**src/rtl/led_count_scan.sv**
```systemverilog
// Multi-digit hex/BCD up/down counter with tick prescaler, load and
// wrap/saturate limits, driving a time-multiplexed common-anode display.
module led_count_scan #(
  parameter int DIGITS   = 2,
  parameter int TICK_DIV = 50_000_000,
  parameter int SCAN_DIV = 50_000,
  parameter int BCD      = 0
) (
  input  logic                  Clk,
  input  logic                  Rst,
  input  logic                  E,
  input  logic                  U,
  input  logic                  Sat,
  input  logic                  Ld,
  input  logic [4*DIGITS-1:0]   LdVal,
  output logic [4*DIGITS-1:0]   Cnt,
  output logic                  Ovf,
  output logic [DIGITS-1:0]     SegSel,
  output logic [6:0]            Seg
);

  localparam int TW = $clog2(TICK_DIV);
  localparam int SW = $clog2(SCAN_DIV);
  localparam int IW = (DIGITS > 1) ? $clog2(DIGITS) : 1;
  localparam logic [3:0] MAXD = (BCD != 0) ? 4'd9 : 4'd15;

  logic [TW-1:0]               tick_q, tick_d;
  logic [SW-1:0]               scan_q, scan_d;
  logic [IW-1:0]               idx_q, idx_d;
  logic [DIGITS-1:0][3:0]      cnt_q, cnt_d;
  logic                        ovf_q, ovf_d;
  logic [DIGITS-1:0]           segsel_q, segsel_d;
  logic [6:0]                  seg_q, seg_d;

  logic                        tick, scan_wrap, wrap;
  logic [DIGITS-1:0]           lim, cin;
  logic [DIGITS-1:0][3:0]      stp, ldc, ld_v;
  logic [3:0]                  dig_sel;

  function automatic logic [6:0] seg_dec(input logic [3:0] v);
    logic [6:0] s;
    case (v)
      4'h0: s = 7'b1000000;
      4'h1: s = 7'b1111001;
      4'h2: s = 7'b0100100;
      4'h3: s = 7'b0110000;
      4'h4: s = 7'b0011001;
      4'h5: s = 7'b0010010;
      4'h6: s = 7'b0000010;
      4'h7: s = 7'b1111000;
      4'h8: s = 7'b0000000;
      4'h9: s = 7'b0010000;
      4'hA: s = 7'b0001000;
      4'hB: s = 7'b0000011;
      4'hC: s = 7'b1000110;
      4'hD: s = 7'b0100001;
      4'hE: s = 7'b0000110;
      default: s = 7'b0001110;
    endcase
    return s;
  endfunction

  assign ld_v      = LdVal;
  assign tick      = (tick_q == TW'(TICK_DIV - 1));
  assign scan_wrap = (scan_q == SW'(SCAN_DIV - 1));
  assign tick_d    = tick ? '0 : tick_q + TW'(1);
  assign scan_d    = scan_wrap ? '0 : scan_q + SW'(1);

  // Per-digit step and load clamp; a digit moves only when every lower
  // digit sits at its limit in the current direction.
  for (genvar g = 0; g < DIGITS; g++) begin : g_dig
    assign lim[g] = U ? (cnt_q[g] == MAXD) : (cnt_q[g] == 4'd0);
    assign stp[g] = !cin[g] ? cnt_q[g]
                  : U       ? (lim[g] ? 4'd0 : cnt_q[g] + 4'd1)
                            : (lim[g] ? MAXD : cnt_q[g] - 4'd1);
    assign ldc[g] = ((BCD != 0) && (ld_v[g] > 4'd9)) ? 4'd9 : ld_v[g];
  end

  always_comb begin
    logic acc;
    acc = 1'b1;
    cin = '0;
    for (int i = 0; i < DIGITS; i++) begin
      cin[i] = acc;
      acc    = acc & lim[i];
    end
    wrap = acc;
  end

  always_comb begin
    cnt_d = cnt_q;
    ovf_d = 1'b0;
    if (Ld) begin
      cnt_d = ldc;
    end else if (tick && E) begin
      ovf_d = wrap;
      if (!(wrap && Sat)) cnt_d = stp;
    end
  end

  always_comb begin
    idx_d = idx_q;
    if (scan_wrap) idx_d = (idx_q == IW'(DIGITS - 1)) ? '0 : idx_q + IW'(1);
  end

  // Segment data follows the index it is shown with, from the current count.
  always_comb begin
    dig_sel = cnt_q[0];
    for (int i = 1; i < DIGITS; i++)
      if (idx_d == IW'(i)) dig_sel = cnt_q[i];
    seg_d    = seg_dec(dig_sel);
    segsel_d = ~(DIGITS'(1) << idx_d);
  end

  always_ff @(posedge Clk) begin
    if (Rst) begin
      tick_q   <= '0;
      scan_q   <= '0;
      idx_q    <= '0;
      cnt_q    <= '0;
      ovf_q    <= 1'b0;
      segsel_q <= ~DIGITS'(1);
      seg_q    <= 7'b1000000;
    end else begin
      tick_q   <= tick_d;
      scan_q   <= scan_d;
      idx_q    <= idx_d;
      cnt_q    <= cnt_d;
      ovf_q    <= ovf_d;
      segsel_q <= segsel_d;
      seg_q    <= seg_d;
    end
  end

  assign Cnt    = cnt_q;
  assign Ovf    = ovf_q;
  assign SegSel = segsel_q;
  assign Seg    = seg_q;

endmodule
```
**config.mk**
```make
export PLATFORM = sky130hd
export DESIGN_NAME = led_count_scan
export DESIGN_NICKNAME = d
export VERILOG_FILES = /design/src/rtl/led_count_scan.sv
export SDC_FILE = /design/constraint.sdc
export NUM_CORES = 1
export LEC_CHECK = 0
export BUFFER_PORTS_ARGS = -buffer_cell sky130_fd_sc_hd__buf_2
export CAP_MARGIN = 20
export CORE_MARGIN = 1.5
export CORE_UTILIZATION = 45
export CTS_BUF_LIST = sky130_fd_sc_hd__clkbuf_8
export CTS_CLUSTER_DIAMETER = 150
export CTS_CLUSTER_SIZE = 16
export DETAILED_ROUTE_END_ITERATION = 8
export GPL_TIMING_DRIVEN = 1
export PLACE_DENSITY_LB_ADDON = 0.2
export SLEW_MARGIN = 20
export SYNTH_ARGS = -nofsm -noshare
export SYNTH_HDL_FRONTEND = slang
export SYNTH_SLANG_ARGS = --single-unit
```
**constraint.sdc**
```tcl
create_clock -name Clk -period 4 [get_ports Clk]
set_clock_uncertainty 0.2 [all_clocks]
set_input_delay 0.6 -clock Clk [delete_from_list [all_inputs] [get_ports Clk]]
set_output_delay 0.6 -clock Clk [all_outputs]
set_load 0.05 [all_outputs]
```
======== Word level (Yosys, flattened, before mapping) ========
Memories as Yosys holds them, arrays and structs flattened. A register that Yosys moved wholly into a read port is not among the register bits.
Index checks and enable logic that the tools add are counted.
W data, S select, Z words.
cells by class
  multiplexer cells ....................... 15
  shift operators ......................... 1
  reductions and logical operators ........ 11
  bitwise logic cells ..................... 3
  eq/ne operators ......................... 5
  $add $sub $neg .......................... 7
operators by type and width
  kind                     count
  $mux W4                  8
  $add A26 B1 Y26 const B  1
  $eq A26 B26 Y1 const B   1
  $mux W8                  3
  $add A16 B1 Y16 const B  1
  $eq A16 B16 Y1 const B   1
  $add A4 B1 Y4 const B    2
  $eq A4 B4 Y1 const B     2
  $logic_not A4 Y1         2
  $sub A4 B1 Y4 const B    2
  $mux W1                  4
  $reduce_bool A2 Y1       2
  $reduce_or A2 Y1         2
  $reduce_and A3 Y1        1
  $reduce_or A3 Y1         1
  $logic_and A1 B1 Y1      2
  $ne A2 B2 Y1 const B     1
  $not A2 Y2               1
  $reduce_and A2 Y1        1
  $shl A1 B1 Y2 const A    1
  $add A1 B1 Y1 const B    1
  $and A1 B1 Y1            1
  $not A1 Y1               1
storage, ports and cells
  memories kept ........................... 1
  output and inout port bits .............. 18
  ROM bits ................................ 112
  logic and storage cells ................. 50
  input bits .............................. 14
  flip-flop bits (word level) ............. 54
memories
  name              words  bits a word  read ports  clocked after Yosys merged registers in  write ports  line  source
  (name not given)  16     7            1           1                                        0            42    case (v)

======== Logic depth before layout (Yosys ltp) ========
  depth in word-level cells ............... 8
  depth in mapped cells ................... 14
  depth with buffers taken out ............ 13

======== Worst setup path before layout ========
OpenSTA, ideal clock, no wires.
  kind .................................... register -> register
  from .................................... reg scan_q[12]
  to ...................................... reg seg_q[3], in the netlist Seg[3]
  setup time .............................. 0.140 ns
  buffers on the path ..................... 1
  data required time ...................... 3.660 ns
  clock period less this slack ............ 3.274 ns
  data arrival time ....................... 2.934 ns
  slack ................................... 0.726 ns
  cell stages (with the launch flop) ...... 14
  cells stage by stage .................... dfxtp_1 or4b_4 nor4_4 xnor2_2 clkbuf_1 nor2_1 a21oi_1 inv_1 ha_1 nand3_1 a21o_1 nand3_1 a211oi_1 a311oi_1
on the way
  longest elaborated chain between the ends .. 3
RTL lines
  item                      line  source
  start: declaration        28    logic [SW-1:0] scan_q, scan_d;
  start signal: assignment  126   scan_q <= scan_d;
  $eq A16 B16 Y1            65    assign scan_wrap = (scan_q == SW'(SCAN_DIV - 1));
  $mux W1                   103   if (scan_wrap) idx_d = (idx_q == IW'(DIGITS - 1)) ? '0 : idx_q + IW'(1);
  $mux W4                   110   if (idx_d == IW'(i)) dig_sel = cnt_q[i];
  end: declaration          33    logic [6:0] seg_q, seg_d;
Every way passes these cells.
A chain may end at the register's enable or synchronous reset.

======== Final worst setup path ========
  from .................................... reg scan_q[0]
  to ...................................... reg seg_q[3], in the netlist Seg[3]
Same word-level chain as after synthesis.

==> summary.md <==
| Metric | Value |
|---|---|
| CTS tree | yes |
| TNS Setup | 0 ns |
| Worst slack at placement | between 0.5 and 0.6 ns |
| Clock tree buffer depth | 2 |
| Die area | between 7000 and 8000 µm² |
| Commonest register cell after synthesis | dfxtp_1 |
| Area contributors post-synth | dfxtp_1 37%, nor2_1 6.7%, xor2_1 5.9%, ha_1 4.6%, xnor2_1 4.0% |
| Synth area leader | dfxtp_1 |
| # rows | 30 |
| Max-slew headroom | 0.356 |
| Worst path max stage delay | roughly 0.45 ns |
| All-Layer GR Usage | 0.193 |
| Core area | just under 7000 µm² |
| Power per cell area | approximately 380 nW/µm² |
| Clock-pin slew on the worst setup and hold paths | approximately 0.070 ns |
| Post-route ant nets | 0 |
| Num ports | 32 |
| Crit path DAT | around 3.5 ns |
| Vias in the first global route | ~2,500 |
| Count leader, synth | dfxtp_1 |
| Pre-Repair DR Iteration Count | 5 |
| Clock Tree Root | clkbuf_8 |
| Syn Nets | around 420 |
| Clk sinks | 60 |
| DRC | 0 |
| RSZ-0062 raised after global routing | false |
| Crit path max-delay cell type | nor4_4 |
| Post-route cell area | 3700 µm² |
| Peak VDD IR | 157 µV |
| Layout cell share with drive strength beyond 1 | 0.139 |
| Via-to-Cell Ratio | roughly 5.3 |
| # diodes | 0 |
| Fin crit share | 0.876 |
| Vias | roughly 2,800 |
| Max Freq | ~0.29 GHz |
| Final Util | 0.536 |
| List of most frequent post-synthesis cells | 60 x dfxtp_1, 58 x nor2_1, 29 x nand2_1 |
| Critical path origin | scan_q[0] |
| Max-cap viol count | 0 |
| Hold_buf cts | 0 |
| Xor-xnor portion of the synthesized cell area | 0.105 |
| Fill cell count | ~690 |
| Share of the synthesized area in the top cell type | 0.369 |
| Max-slew violations | 0 |
| Mapped Area | ~3300 µm² |
| Initial Util | 0.471 |
| Mux cell area share after synthesis | 0.0296 |
| Routed wire length | about 6800 µm |
| CTS resizes | 0 |
| Starting DRC count in detailed routing | around 180 |
| CTS H-tree lvls | 3 |
| Post-synth EDFFs | 0 |
| Post-synthesis adder-cell area fraction | 0.0461 |
| Worst Path Required | 4.01 ns |
| Wire length per cell | ~13 µm |
| Endpoints failing setup | 0 |
| Critical Path Sink Type | flop |
| Ys Warns | 0 |
| Clock Latency Late Sink | about 0.34 ns |
| Kind of critical path | reg -> reg |
| Syn Inst Count | around 390 |
| Cell variety after synth | 52 |
| RD Place Congestion | roughly 0.83 |
| Dpl cell area | around 3500 µm² |
| Total power | around 1.4 mW |
| Area of the multi-input gates | between 1500 and 2000 µm² |
| Mean Syn Cell Area | about 8.3 µm² |
| Main combinational cell family by area after synthesis | simple AND/OR/NAND/NOR gates |
| Setup slack after layout | about 0.5 ns |
| #FFs+latches synth | 60 |
| Die Height | ~90 µm |
| Largest net degree at the start of global routing | 25 |
| DIE WIDTH | around 88 µm |
| Leakage | 1.51 nW |
| Critical path buffers and inverters | 1 |
| Total setup buffers inserted after CTS | 0 |
| Layout Nets | 445 |
| Status | completed |
| Global-route wire length before repair | 11,700 µm |
| Delay-heaviest family, CP | simple AND/OR/NAND/NOR gates |
| Critical Path, Cell by Cell | ha_1 -> nand3_1 -> nor4_4 -> xnor2_2 -> nor2_1 -> a21oi_1 -> inv_1 -> ha_1 -> nand3b_1 -> a21o_1 -> nand3_1 -> a211oi_1 -> a311oi_1 |
| Worst hold start | tick_q[25] |
| TritonCTS buffer count | 9 |
| Final hold violation count | 0 |
| Area grow syn2layout | 13.7% |
| HP Class | reg -> reg |
| Least-Margin Pin Slew | 0.958 ns |
| Grt total ovfl | 0 |
| Simple-Gate Fraction of Synth Area | 0.301 |
| Sequential Area | roughly 1200 µm² |
| Crit-path max FO | 16 |
| CP Launch Type | flop |
| Compound-Gate Fraction of Synth Area | 0.112 |
| Antenna violations before repair | 0 |
| Period minus WS final | 3.50 ns |
| Async set-reset flop share out of synthesis | 0 |
| Post-DP HPWL | roughly 4800 µm |
| R2r startpoint | scan_q[0] |
| Post-synthesis sequential area ratio | 0.369 |
| PortBufs | 31 |
-- metrics by stage --
| step | hold WS [ns] | std cells |
|---|---|---|
| 2_1_floorplan | 0.248 | 393 |
| 3_3_place_gp | 0.261 | 504 |
| 3_5_place_dp | 0.278 | 504 |
| 4_1_cts | 0.287 | 520 |
| 5_1_grt | 0.315 | 520 |
| 6_report | 0.281 | 520 |
-- cells in the final DEF, fill, tap and decap left out, types with 3 or more instances in the layout --
| cell | count |
|---|---|
| and2_1 | 3 |
| nand4_1 | 11 |
| dfxtp_1 | 60 |
| nor2b_1 | 3 |
| o21bai_1 | 3 |
| mux2i_1 | 7 |
| a22oi_1 | 4 |
| a211oi_1 | 5 |
| clkbuf_8 | 12 |
| a311oi_1 | 3 |
| and3_1 | 13 |
| a21oi_1 | 16 |
| nand3b_1 | 4 |
| nor2_1 | 58 |
| xor2_1 | 22 |
| ha_1 | 12 |
| nand2b_1 | 4 |
| nand2_1 | 29 |
| and4_1 | 6 |
| nand3_1 | 20 |
| o21ai_0 | 12 |
| inv_1 | 16 |
| buf_2 | 31 |
| nor3b_1 | 3 |
| nor3_1 | 10 |
| or2_2 | 5 |
| xnor2_1 | 15 |
| or3_1 | 5 |
-- state kept, by name (all words and copies together) (netlist names) --
name	count
Cnt	8
scan_q	16
SegSel	2
tick_q	26
Ovf	1
Seg	7
-- cell families (layout without fill, tap and decap cells) --
logic type	count (synthesis)	in the layout
mux	9	9
flops	60	60
xor+xnor	38	38
buf+inv	32	63
simple gates	186	186
fa+ha+maj	12	12
compound gates	56	56
-- worst paths after layout --
kind / slack [ns] / end / depth (start not counted)
hold reg to reg: 0.28 / tick_q[25] / 2
setup / recovery: 0.50 / Seg[3] / 13
setup reg to reg: 0.50 / Seg[3] / 13
hold / removal: 0.28 / tick_q[25] / 2
-- layout make-up --
cell class | instances | area share
inverter | 16 | 0.0162
clock inverter | 4 | 0.0189
tap | 96 | 0.0324
timing repair buffer | 31 | 0.0419
sequential | 60 | 0.324
clock buffer | 12 | 0.0446
multi-input combinational | 301 | 0.521
-- where the power goes --
part | internal, mW | switching [mW] | leakage [nW]
Sequential | 0.613 | 0.0245 | 0.487
Clock | 0.400 | 0.241 | 0.122
Combinational | 0.0493 | 0.0936 | 0.895
-- worst min-delay path, cell delays in order, from the launching register on --
cell and delay, ns:
dfxtp_1 0.31, o21ai_0 0.06, a21oi_1 0.06
-- layer usage --
| layer | share of wire | track usage | vias up |
|---|---|---|---|
| li1 | - | - | 1423 |
| met1 | 0.52 | 0.279 | 1280 |
| met2 | 0.42 | 0.269 | 46 |
| met3 | 0.047 | 0.0490 | 8 |
| met4 | 0.012 | 0.0852 | 0 |
| met5 | 0 | 0 | - |
Power figures use the tool's default switching activity.
